File: src/rtl/sb_rx_packet_sequencer.sv
// Sideband RX packet sequencer: validates header/data parity, sequences
// header and data phases to the sideband decoder, and flags parity/timeout errors.
module sb_rx_packet_sequencer #(
  parameter int unsigned TIMEOUT_CYCLES = 32
) (
  input  logic        i_clk,
  input  logic        i_rst_n,
  input  logic        i_word_valid,
  input  logic [63:0] i_word,
  output logic        o_header_is_valid_on_bus,
  output logic        o_data_enable,
  output logic [63:0] o_word,
  output logic        o_msg_nodata_valid,
  output logic        o_busy,
  output logic        o_parity_err,
  output logic        o_timeout_err,
  output logic [7:0]  o_err_count
);

  typedef enum logic [0:0] {IDLE, WAIT_DATA} state_e;

  localparam logic [4:0] OPC_NODATA = 5'b10010;
  localparam logic [4:0] OPC_DATA   = 5'b11011;
  localparam logic [7:0] CNT_LAST   = 8'(TIMEOUT_CYCLES - 1);

  state_e      state_q;
  logic [7:0]  cnt_q;
  logic        dp_q;
  logic [63:0] word_q;
  logic        hdr_q, nd_q, de_q, pe_q, te_q;
  logic [7:0]  err_cnt_q;

  logic        is_nodata, is_data, cp_ok, dp_ok;
  logic [7:0]  err_cnt_inc;

  assign is_nodata   = (i_word[4:0] == OPC_NODATA);
  assign is_data     = (i_word[4:0] == OPC_DATA);
  assign cp_ok       = (i_word[62] == ^i_word[61:0]);
  assign dp_ok       = ((^i_word) == dp_q);
  assign err_cnt_inc = (err_cnt_q == 8'hFF) ? err_cnt_q : err_cnt_q + 8'd1;

  always_ff @(posedge i_clk or negedge i_rst_n) begin
    if (!i_rst_n) begin
      state_q   <= IDLE;
      cnt_q     <= '0;
      dp_q      <= 1'b0;
      word_q    <= '0;
      hdr_q     <= 1'b0;
      nd_q      <= 1'b0;
      de_q      <= 1'b0;
      pe_q      <= 1'b0;
      te_q      <= 1'b0;
      err_cnt_q <= '0;
    end else begin
      hdr_q <= 1'b0;
      nd_q  <= 1'b0;
      de_q  <= 1'b0;
      pe_q  <= 1'b0;
      te_q  <= 1'b0;
      case (state_q)
        IDLE: begin
          // Unknown opcodes are ignored before any parity check.
          if (i_word_valid && (is_nodata || is_data)) begin
            if (!cp_ok) begin
              pe_q      <= 1'b1;
              err_cnt_q <= err_cnt_inc;
            end else begin
              word_q <= i_word;
              hdr_q  <= 1'b1;
              if (is_nodata) begin
                nd_q <= 1'b1;
              end else begin
                dp_q    <= i_word[63];
                cnt_q   <= '0;
                state_q <= WAIT_DATA;
              end
            end
          end
        end
        WAIT_DATA: begin
          if (i_word_valid) begin
            state_q <= IDLE;
            if (dp_ok) begin
              word_q <= i_word;
              de_q   <= 1'b1;
            end else begin
              pe_q      <= 1'b1;
              err_cnt_q <= err_cnt_inc;
            end
          end else if (cnt_q == CNT_LAST) begin
            te_q      <= 1'b1;
            err_cnt_q <= err_cnt_inc;
            state_q   <= IDLE;
          end else begin
            cnt_q <= cnt_q + 8'd1;
          end
        end
        default: state_q <= IDLE;
      endcase
    end
  end

  assign o_header_is_valid_on_bus = hdr_q;
  assign o_data_enable            = de_q;
  assign o_word                   = word_q;
  assign o_msg_nodata_valid       = nd_q;
  assign o_busy                   = (state_q == WAIT_DATA);
  assign o_parity_err             = pe_q;
  assign o_timeout_err            = te_q;
  assign o_err_count              = err_cnt_q;

endmodule
File: config.mk
export PLATFORM = sky130hd
export DESIGN_NAME = sb_rx_packet_sequencer
export DESIGN_NICKNAME = d
export VERILOG_FILES = /design/src/rtl/sb_rx_packet_sequencer.sv
export SDC_FILE = /design/constraint.sdc
export NUM_CORES = 1
export LEC_CHECK = 0
export ABC_AREA = 1
export CORE_MARGIN = 2
export CORE_UTILIZATION = 44
export DETAILED_ROUTE_END_ITERATION = 7
export GPL_TIMING_DRIVEN = 0
export PLACE_DENSITY = 0.77
export SLEW_MARGIN = 30
export SYNTH_ARGS = -nofsm -noshare
export SYNTH_HDL_FRONTEND = slang
export SYNTH_SLANG_ARGS = --single-unit
File: constraint.sdc
create_clock -name i_clk -period 1.7 [get_ports i_clk]
set_clock_uncertainty 0.05 [all_clocks]
set_input_delay 0.255 -clock i_clk [delete_from_list [all_inputs] [get_ports i_clk]]
set_output_delay 0.255 -clock i_clk [all_outputs]
set_load 0.02 [all_outputs]
Word-level counts from Yosys, hierarchy flattened
Index checks and enable logic that the tools add are counted.

storage, ports and cells
  memory bits (writable) = 0
  bits in read-only memories = 0
  memories kept = 0
  output and inout port bits = 78
  latch bits = 0
  flip-flop bits (word level) = 87
  logic and storage cells = 80

cells by class
  equal/unequal tests = 16
  multipliers = 0
  bitwise logic cells = 2
  reductions and logical operators = 8
  shift-type cells = 0
  add/sub/neg operators = 2
  multiplexer cells = 42
  divide/modulo/power cells = 0
  $lt $le $gt $ge = 0

operator list
  kind                 number
  $mux 64              4
  $pmux 64 s2          1
  $mux 8               11
  $reduce_xor 64->1    1
  $reduce_xor 62->1    1
  $pmux 8 s2           2
  $mux 1               22
  $add 8x1->8 const B  2
  $ne 2x2->1 const B   7
  $reduce_and 4->1     3
  $eq 5x5->1 const B   2
  $eq 8x5->1 const B   1
  $eq 8x8->1 const B   1
  $reduce_and 5->1     1
  $pmux 1 s2           2
  $ne 3x2->1 const B   1
  $ne 3x3->1 const B   1
  $eq 1x1->1           2
  $ne 2x1->1 const B   1
  $not 1->1            2
  $logic_and 1x1->1    1
  $logic_or 1x1->1     1

Logic depth before layout (Yosys ltp)
Gate-level depths: netlist of the first run.

  word-level depth = 5
  gate-level depth with buffers = 24
  depth with buffers taken out = 22

Worst setup path before layout of the first run
No wires, ideal clock.

  path kind = input-to-reg
  from = in i_word[2]
  to = reg word_q[2], in the netlist o_word[2]
  path buffers = 2
  arrival = 2.087 ns
  stages on the path = 23
  setup slack = -0.555 ns
  library setup time = 0.119 ns
  cell sequence = inv_1 ha_1 inv_1 nand2_1 nand2_1 nand2_1 nand2_1 nand2_1 nand2_1 nand2_1 nand2_1 inv_1 nand2_1 nand2_1 nand2_1 nand3_1 nand2_2 nand3_2 nand2_2 buf_6 buf_8 nand2_1 o21a_1

between the ends
  word-level cells in the longest chain between the ends = 5

ends and longest elaborated chain
  what                                                       line  RTL
  start: declaration                                         9     input logic [63:0] i_word,
  branches (longest 5 deep; another with $reduce_xor 64->1)  n/a
  end signal: assignment                                     68    word_q <= i_word;
  end signal: assignment                                     84    word_q <= i_word;
  end: declaration                                           29    logic [63:0] word_q;

Several ways; the timed one is not identified. The select of a mux whose other input is x is not followed.
A chain may end at the register's enable or synchronous reset.

Final worst setup path of the first run
  from = in i_word[42]
  to = reg word_q[12], in the netlist o_word[12]

between the ends
  word-level cells in the longest chain between the ends = 4

ends and longest elaborated chain
  what                                                       line
  $reduce_xor 64->1 or $reduce_xor 62->1 (tied branches)     39, 38
  $eq 1x1->1, on equally long branches                       39, 38
  $ne 2x1->1 (no source line) or $ne 2x2->1 (tied branches)  n/a
  $reduce_and 4->1 (no source line) (*)                      n/a

Every way passes the cells marked *; elsewhere a longest branch is shown, timed or not.

==> results of run 1 <==
final timing paths:
| check | from | to | cells after the start |
|---|---|---|---|
| worst max-delay path | i_word[42] | o_word[12] | 20 |
| worst min-delay path | i_word[1] | o_word[1] | 3 |
| worst max register to register | cnt_q[0] | cnt_q[1] | 8 |
| worst min register to register | o_word[0] | o_word[0] | 1 |
| max in group asynchronous | i_rst_n | o_word[7] | 3 |
| min in group asynchronous | i_rst_n | o_word[42] | 2 |
report_power, final:
group	internal [mW]	total, mW	leakage (nW)	switching (mW)
combinational	2.51	5.27	3.15	2.76
clock	0.990	1.80	0.120	0.812
sequential	2.90	3.46	1.10	0.557
total	6.40	10.5	4.37	4.12
critical path, stage by stage:
cell             delay [ps]
clkdlybuf4s15_1         270
xor2_2                  200
nand2_1                 100
nand2_1                  70
nand2_1                  80
nand2_2                  80
inv_1                    80
nand2_1                  60
nand2_2                  80
nand2_1                  60
nand2_2                 100
inv_1                    60
nand2_2                  80
nand2_2                  80
nand3_4                  90
nand2_4                  70
buf_6                   130
buf_16                  150
clkbuf_16               160
o21a_1                  160
cell type report:
class	instances	area, µm²
plain buffers	18	267
multi-input cells	560	3290
well taps	143	179
fillers	884	3170
flip-flops and latches	87	2180
inverters	58	251
repair buffers	179	1870
clock buffers	13	240
diodes	1	2.50
clock inverters	3	20.0
synthesized netlist by cell type:
master / instances / area share
nand2_1: 373 / 0.27
dfrtp_1: 87 / 0.42
nand3_1: 55 / 0.053
inv_1: 53 / 0.038
o21a_1: 29 / 0.042
xor2_1: 25 / 0.042
xnor2_1: 21 / 0.035
nor2_1: 14 / 0.010
nand4_1: 10 / 0.012
buf_6: 7 / 0.015
o21ai_0: 7 / 0.0067
buf_2: 6 / 0.0058
ha_1: 6 / 0.014
nand2_2: 4 / 0.0048
inv_2: 3 / 0.0022
nor3_1: 3 / 0.0029
a21oi_1: 2 / 0.0019
buf_4: 2 / 0.0029
buf_8: 2 / 0.0058
clkbuf_1: 2 / 0.0014
clkinv_1: 2 / 0.0014
nor4_1: 2 / 0.0024
a22o_1: 1 / 0.0017
nand3_2: 1 / 0.0019
nand3b_1: 1 / 0.0014
nand4_2: 1 / 0.0024
nor3b_1: 1 / 0.0014
o211ai_1: 1 / 0.0014
o22ai_1: 1 / 0.0012
or2_2: 1 / 0.0012
state kept, by name (all words and copies together) (netlist names):
| name | flops |
|---|---|
| o_header_is_valid_on_bus | 1 |
| o_timeout_err | 1 |
| o_word | 64 |
| o_busy | 1 |
| o_data_enable | 1 |
| cnt_q | 8 |
| o_err_count | 8 |
| o_parity_err | 1 |
| dp_q | 1 |
| o_msg_nodata_valid | 1 |
what timing repair did:
action	CTS	global route
resized for setup	225	150
buffers inserted	15	9
gates cloned	9	4
pin swaps	23	57
setup endpoints to repair	93	90
hold endpoints to repair	30	0
hold buffers	1	0
cells by family (layout without fill, tap and decap cells):
logic type,count (synthesis),in the layout,synth area share
AO/OA/AOI/OAI,41,41,0.0548
XOR/XNOR,46,46,0.0774
adder cells (fa/ha/maj),6,6,0.0144
buffers and inverters,77,271,0.0728
flip-flops,87,87,0.418
other,0,1,0
AND/OR/NAND/NOR,466,467,0.362
per-layer routing:
layer  share of wire  up-vias
li1                -     2641
met1            0.41     2502
met2            0.51      146
met3           0.066       23
met4           0.018        0
met5               0        -
==> impl_metrics.csv, run 1 <==
group,metric,value,unit
timing,setup_slack,-548,ps
route,ant_nets,0,
pwr,power.density,1270,nW/µm²
global_route,antenna_found_initial,1,
setup_path,r2r_slack,-470,ps
final_layout,final_common_cell,"nand2_1",
timing,tightest_slew,493,ps
global_route,grt_pass1_vias,5108,
synthesis,syn_inst,723,
synthesis,syn-num-nets,796,
final_layout,drive_above_1_share,0.283,
synthesis,seq_area_frac_synth,0.418,
placed_design,io_buffers,144,
final_layout,area_delta_synth_final,59.3,%
global_route,grt_use_met2,0.418,
timing,hold_ws,66.9,ps
route,drtIter0Drc,252,
timing,slew_headroom,0.669,
final_layout,final_core_util,0.723,
global_route,grt_usage,0.242,
setup_path,worstPathRequired,1890,ps
floorplanning,start_util,0.454,
synthesis,syn_area_per_cell,7.20,µm²
floorplanning,die_w,113,µm
global_route,grt_pass1_wl,24400,µm
synthesis,syn_area,5210,µm²
placed_design,placed_area,6940,µm²
global_route,met3_usage,0.0793,
final_layout,fin_cells,1062,
route,via_per_inst,5.00,
floorplanning,rows,39,
setup_path,endpoint_kind,"flop",
setup_path,arrival,2440,ps
route,vias,5312,
synthesis,yosys_warnings,0,
pwr,max-vdd-ir-drop,0.00105,V
setup_path,crit_fanout,8,
clocking,cts_tree,"done",
floorplanning,dieArea,12700,µm²
floorplanning,core_region_area,11500,µm²
timing,finalSetupViolations,86,
route,drt_first_pass_iters,4,
clocking,cts_buffers,9,
route,drt-total-wl,16100,µm
route,wl_per_cell,15.2,µm
placed_design,gp_congestion,0.849,
placed_design,dp_slack,-1460,ps
run_status,failed_checks,"setup timing",
clocking,clock_sinks,87,
final_layout,final_nets,986,
final_layout,final_cell_mix,"nand2_1 (278), dfrtp_1 (87), nand2_2 (77)",
floorplanning,dieHeight,113,µm
flow_run,max_cap_violations,0,
synthesis,ys_ff_latch,87,
global_route,top_usage_layer,"met2",
synthesis,ys_types,30,
min_path,hp-class,"input port to flop",
timing,drv_slew,0,
route,post-route-drc-count,0,
setup_path,criticalPathCategory,"input port to flop",
clocking,clk_latency,350,ps
pwr,p_leak,4.37,nW
setup_path,worst_setup_path_start_kind,"input port",
clocking,cts-root-buf,"clkbuf_16",
placed_design,dp_hpwl,10000,µm
floorplanning,ios,145,
global_route,grt_max_degree,58,
final_layout,design_area,8300,µm²
timing,fin_crit,2250,ps
timing,final_hold_viol_count,0,
timing,fmax,445,MHz
placed_design,dp_cells,1011,
pwr,total_power,10.5,mW
clocking,clkSlewWorstSetupHoldPaths,60,ps
run_status,outcome,"complete, but fails checks",
global_route,grtUsageMet1,0.290,
timing,tns,-39580,ps
timing,fin_crit_sh,1.32,
clocking,clock_path_buffers,2,
timing,rsz0062_at_grt,"yes",
clocking,htree_levels,3,
global_route,grt_overflow,0,
(Power assumes the default switching activity.)
==> run 2, diff against run 1 <==
--- a/config.mk
+++ b/config.mk
@@ -6,8 +6,10 @@
 export NUM_CORES = 1
 export LEC_CHECK = 0
 export ABC_AREA = 1
+export ABC_CLOCK_PERIOD_IN_PS = 1700
 export CORE_MARGIN = 2
 export CORE_UTILIZATION = 44
+export CTS_CLUSTER_SIZE = 25
 export DETAILED_ROUTE_END_ITERATION = 7
 export GPL_TIMING_DRIVEN = 0
 export PLACE_DENSITY = 0.77
==> results of run 2 <==
Same layout as run 1: the final DEF is identical, and so are final timing and power.
